## src/rtl/reg_bank_16x8_pkg.sv

```systemverilog
// rtl/reg_bank_16x8_pkg.sv - shared constants, clear-FSM encoding and helpers for reg_bank_16x8
package reg_bank_16x8_pkg;

    localparam int DATA_W_DEF = 8;
    localparam int DEPTH      = 16;
    localparam int ADDR_W     = 4;

    typedef enum logic [1:0] {
        ST_IDLE  = 2'd0,
        ST_CLEAR = 2'd1,
        ST_DONE  = 2'd2
    } clr_state_e;

    function automatic logic [ADDR_W:0] popcount16(input logic [DEPTH-1:0] v);
        logic [ADDR_W:0] n;
        n = '0;
        for (int i = 0; i < DEPTH; i++) begin
            n = n + {{ADDR_W{1'b0}}, v[i]};
        end
        return n;
    endfunction

endpackage

```

## src/rtl/reg_bank_16x8_onehot_to_idx.sv

```systemverilog
// rtl/reg_bank_16x8_onehot_to_idx.sv - 16-bit one-hot to 4-bit index encoder with validity flag
module onehot_to_idx
    import reg_bank_16x8_pkg::*;
(
    input  logic [DEPTH-1:0]  onehot_i,
    output logic [ADDR_W-1:0] idx_o,
    output logic              is_onehot_o
);

    // OR-ing the indices of all set bits is exact for a one-hot input;
    // the result is meaningless otherwise and must be qualified by is_onehot_o.
    always_comb begin
        idx_o = '0;
        for (int i = 0; i < DEPTH; i++) begin
            if (onehot_i[i]) begin
                idx_o = idx_o | ADDR_W'(i);
            end
        end
    end

    assign is_onehot_o = (popcount16(onehot_i) == (ADDR_W + 1)'(1));

endmodule

```

## src/rtl/reg_bank_16x8.sv

```systemverilog
// rtl/reg_bank_16x8.sv - 16x8 register bank: one-hot write, registered binary-address read, clear sweep
module reg_bank_16x8
    import reg_bank_16x8_pkg::*;
#(
    parameter int                DATA_W    = DATA_W_DEF,
    parameter logic [DATA_W-1:0] RESET_VAL = '0,
    parameter logic [DATA_W-1:0] CLR_VAL   = '0
)
(
    input  logic              clk,
    input  logic              reset,
    input  logic [DEPTH-1:0]  sel,
    input  logic              wr_en,
    input  logic [DATA_W-1:0] wr_data,
    input  logic              rd_en,
    input  logic [ADDR_W-1:0] rd_addr,
    output logic [DATA_W-1:0] rd_data,
    output logic              rd_valid,
    input  logic              clr_req,
    output logic              busy,
    output logic              clr_done,
    output logic              err_sel,
    output logic              wr_drop
);

    clr_state_e        state_q, state_d;
    logic [ADDR_W-1:0] cnt_q, cnt_d;
    logic              clr_we;

    logic [DATA_W-1:0] mem_q [DEPTH];
    logic [DATA_W-1:0] mem_d [DEPTH];

    logic [DATA_W-1:0] rd_data_q;
    logic              rd_valid_q;
    logic              err_sel_q, err_sel_d;
    logic              wr_drop_q, wr_drop_d;

    logic [ADDR_W-1:0] wr_idx;
    logic              sel_ok;
    logic              wr_ok;

    onehot_to_idx u_sel_dec (
        .onehot_i    (sel),
        .idx_o       (wr_idx),
        .is_onehot_o (sel_ok)
    );

    always_ff @(posedge clk or posedge reset) begin
        if (reset) begin
            state_q <= ST_IDLE;
            cnt_q   <= '0;
        end else begin
            state_q <= state_d;
            cnt_q   <= cnt_d;
        end
    end

    // The counter wraps 15 -> 0 on the CLEAR exit, so each sweep starts from entry 0.
    always_comb begin
        state_d = state_q;
        cnt_d   = cnt_q;
        unique case (state_q)
            ST_IDLE: begin
                if (clr_req) begin
                    state_d = ST_CLEAR;
                    cnt_d   = '0;
                end
            end
            ST_CLEAR: begin
                cnt_d = cnt_q + ADDR_W'(1);
                if (cnt_q == ADDR_W'(DEPTH - 1)) begin
                    state_d = ST_DONE;
                end
            end
            ST_DONE: begin
                state_d = ST_IDLE;
            end
            default: begin
                state_d = ST_IDLE;
                cnt_d   = '0;
            end
        endcase
    end

    always_comb begin
        busy     = 1'b0;
        clr_done = 1'b0;
        clr_we   = 1'b0;
        unique case (state_q)
            ST_CLEAR: begin
                busy   = 1'b1;
                clr_we = 1'b1;
            end
            ST_DONE: begin
                clr_done = 1'b1;
            end
            default: begin
                busy     = 1'b0;
                clr_done = 1'b0;
                clr_we   = 1'b0;
            end
        endcase
    end

    // wr_en gates every use of sel, so a floating decoder bus is harmless while disabled.
    assign wr_ok     = wr_en & sel_ok & ~busy;
    assign err_sel_d = wr_en & ~sel_ok;
    assign wr_drop_d = wr_en & sel_ok & busy;

    // Host writes and sweep writes are mutually exclusive: host writes are blocked while busy.
    always_comb begin
        mem_d = mem_q;
        if (wr_ok) begin
            mem_d[wr_idx] = wr_data;
        end
        if (clr_we) begin
            mem_d[cnt_q] = CLR_VAL;
        end
    end

    always_ff @(posedge clk or posedge reset) begin
        if (reset) begin
            for (int i = 0; i < DEPTH; i++) begin
                mem_q[i] <= RESET_VAL;
            end
        end else begin
            mem_q <= mem_d;
        end
    end

    // Reads sample mem_q before this edge's update, giving read-before-write ordering.
    always_ff @(posedge clk or posedge reset) begin
        if (reset) begin
            rd_data_q  <= '0;
            rd_valid_q <= 1'b0;
            err_sel_q  <= 1'b0;
            wr_drop_q  <= 1'b0;
        end else begin
            if (rd_en) begin
                rd_data_q <= mem_q[rd_addr];
            end
            rd_valid_q <= rd_en;
            err_sel_q  <= err_sel_d;
            wr_drop_q  <= wr_drop_d;
        end
    end

    assign rd_data  = rd_data_q;
    assign rd_valid = rd_valid_q;
    assign err_sel  = err_sel_q;
    assign wr_drop  = wr_drop_q;

endmodule

```

## config.mk

```make
export PLATFORM = sky130hd
export DESIGN_NAME = reg_bank_16x8
export DESIGN_NICKNAME = d
export VERILOG_FILES = /design/src/rtl/reg_bank_16x8_pkg.sv /design/src/rtl/reg_bank_16x8_onehot_to_idx.sv /design/src/rtl/reg_bank_16x8.sv
export SDC_FILE = /design/constraint.sdc
export NUM_CORES = 1
export LEC_CHECK = 0
export CORE_MARGIN = 4
export CORE_UTILIZATION = 49
export CTS_CLUSTER_DIAMETER = 200
export DETAILED_ROUTE_END_ITERATION = 10
export MAX_ROUTING_LAYER = met4
export PLACE_DENSITY = 0.77
export SETUP_SLACK_MARGIN = 0.4
export SKIP_CTS_REPAIR_TIMING = 1
export SLEW_MARGIN = 5
export SYNTH_ARGS = -nofsm -noshare
export SYNTH_HDL_FRONTEND = slang
export SYNTH_SLANG_ARGS = --single-unit
```

## constraint.sdc

```tcl
create_clock -name clk -period 6.75 [get_ports clk]
set_input_delay 1.35 -clock clk [delete_from_list [all_inputs] [get_ports clk]]
set_output_delay 1.35 -clock clk [all_outputs]
set_load 0.01 [all_outputs]
```

==> out/qor.csv <==
metric,value,unit
drive_gt1_share,12.7,%
core_area,16000,sq um
synth_seq_cells,145,
cts_buffers,17,
crit_buf_inv,6,
vias_per_cell,6.76,
slew_violations,0,
syn_area,8070,sq um
cp-startpoint,sel[1],
dieWidth,136,um
required,7.11,ns
dp.final_hpwl,14.8,mm
grt_pass1_wl,37.5,mm
synthTopCellsByArea,"dfrtp_1 45%, mux4_2 8.9%, a21oi_1 8.5%",
critical_path.top_delay_family,adder cells,
yosysTopAreaCell,dfrtp_1,
gr-usage-all-layers,26.9,%
wirelength,23.3,mm
grt_start_max_net_pins,108,
synth_fa_ha_area_share,3.87,%
root_buffer,clkbuf_16,
critPathMaxStageDelay,0.50,ns
ir_worst_vdd,233,uV
place_area,8490,sq um
synthArstFlopShare,100,%
ys_types,42,
regToRegEndpoint,mem_q[85],
tns,0,ns
drt-met1-wl,9.07,mm
grt_pass1_vias,6820,
cp.depth,18,
worstPathArrival,6.47,ns
critical_path_class,in2reg,
multi_input_area,3910,sq um
p_leak,3.68,nW
postRouteAntennaNets,0,
dp_slack,0.178,ns
top_layer,met4,
vias,7000,
max_freq,0.164,GHz
clk_pin_slew,0.06,ns
syn_nets,879,
wl_met2,11.4,mm
yosysTopAreaCellShare,44.9,%
synth_top_family_by_area,compound AO/OA/AOI/OAI gates,
crit_end,mem_q[93],
clk_path_buf_depth,2,
final-setup-viol-count,0,
synth_seq_area_share,44.9,%
gp_congestion,0.881,
cap_viol_max_count,0,
max_slew_margin,24.3,%
synth_edf_count,0,
port_buffers,45,
num_rows,46,
start_kind,primary input,
synthCells,827,
hold_ws,0.474,ns
fin_area,9140,sq um
crit_path_frequent_cell,fa_1,
cts.htree.levels,4,
synthXorXnorAreaFrac,0.217,%
seq_area,3630,sq um
hold_viol,0,
synthTopCellsByCount,"145 x dfrtp_1, 137 x a21oi_1, 117 x o21ai_0",
antenna_cells,0,
end_kind,flop,
worst_pin_slew,1.13,ns
muxShareOfSynthArea,10.0,%
drc,0,
rsz0062_at_grt,no,
cts_num_sinks,145,
post_synth.cell_area_avg,9.76,sq um
yosysWarningCount,0,
fillers,1401,
r2r_start,state_q[1],
yosysMostFrequentCell,dfrtp_1,
clock_latency,0.44,ns
antenna_found_initial,0,
wl_per_cell,22.5,um
start_util,50.5,%
cp_max_fo,48,
grt-ovfl-total,0,
synthSimpleGateAreaFrac,15.8,%
synth_ff_type,dfrtp_1,
path_cells,clkdlybuf4s50_1 > ha_1 > inv_1 > fa_1 > inv_1 > fa_1 > fa_1 > inv_1 > fa_1 > inv_1 > fa_1 > fa_1 > nor4b_2 > nand3_1 > nor3_4 > buf_12 > nand4_1 > a21oi_1,
r2r_slack,4.60,ns
rr_worst_depth,7,
wl_met3,2.08,mm
synth-compound-area-share,18.3,%
slowest_stage,fa_1,
setup_ws,0.638,ns
io-pin-count,46,
nets,859,
min_path_type,reg2reg,
fin_crit,6.11,ns
die_area,18600,sq um
cts_tree,yes,
fin_crit_sh,90.5,%
clock_skew,0.00914,ns
drt_iter0_drc,815,
areaGrowthSynthToFinish,13.2,%
die_h,136,um
dr.pass1.iters,5,
powerDensity,271,nW/um^2
outcome,finished clean,
==> cell usage in the layout, fill, tap and decap left out, drive strengths merged, types with 2 or more instances in the layout <==
cell type	synthesis	routed
and4	2	2
and3	6	6
nand2	12	12
nor2	10	10
fa	10	10
mux2	8	8
nand4	102	102
ha	9	9
o22ai	16	16
bufinv	0	4
nor4	6	6
clkinvlp	0	2
a21oi	137	137
inv	24	27
nor3	5	5
clkdlybuf4s50	0	44
buf	58	14
nand2b	3	3
dfrtp	145	145
o21ai	133	133
mux4	32	32
clkinv	0	5
clkbuf	39	18
and2	17	17
nand3	44	44
==> cells by family (layout without fill, tap and decap cells) <==
kind of cell | Yosys count | after routing
flops | 145 | 145
simple gates | 211 | 211
xor+xnor | 2 | 2
buf+inv | 121 | 114
mux | 40 | 40
fa+ha+maj | 19 | 19
compound gates | 289 | 289
==> state kept, by name (all words and copies together), names as in the netlist <==
signal,count
rd_valid,1
cnt_q,4
rd_data,8
mem_q,128
state_q,2
err_sel,1
wr_drop,1
==> layout make-up <==
type | count | share of cell area [%]
multi-input combinational | 561 | 42.7
sequential | 145 | 39.7
timing repair buffer | 58 | 6.49
clock buffer | 18 | 4.81
tap | 216 | 2.96
clock inverter | 14 | 2.25
inverter | 24 | 1.04
==> metal layers <==
metal,GRT usage (%),vias up
li1,-,3054
met3,5.70,71
met1,34.8,3486
met5,-,-
met4,11.0,0
met2,41.4,389
==> worst reg2reg max path, delay by kind of cell, from the launching register on <==
family	cells	cell delay, ns
flip-flops	1	0.40
AO/OA/AOI/OAI	1	0.09
AND/OR/NAND/NOR	4	1.17
buffers and inverters	2	0.35
==> where the power goes <==
part	switching (W)	leakage, nW	internal (W)	total [W]
logic	0.000321	1.38	0.000175	0.000495
registers	0.0000405	1.99	0.000909	0.000949
clock network	0.000396	0.308	0.000634	0.00103
==> stage by stage <==
stage | util (%) | power [W] | instances
floorplan | - | 0.00129 | 827
global placement | 53.1 | 0.00144 | 1004
detailed placement | 53.1 | 0.00146 | 1004
CTS | 57.1 | 0.00248 | 1036
global route | 57.1 | 0.00258 | 1036
finish | 57.1 | 0.00247 | 1036
==> worst min path at each step <==
stage	start	to	slack, ns	cells past startpoint
finish	state_q[1]	state_q[0]	0.47	1
floorplan	state_q[1]	state_q[0]	0.40	1
global placement	state_q[1]	state_q[0]	0.46	1
detailed placement	state_q[1]	state_q[0]	0.45	1
CTS	state_q[1]	state_q[0]	0.47	1
global route	state_q[1]	state_q[0]	0.50	1
Power figures use the tool's default switching activity.
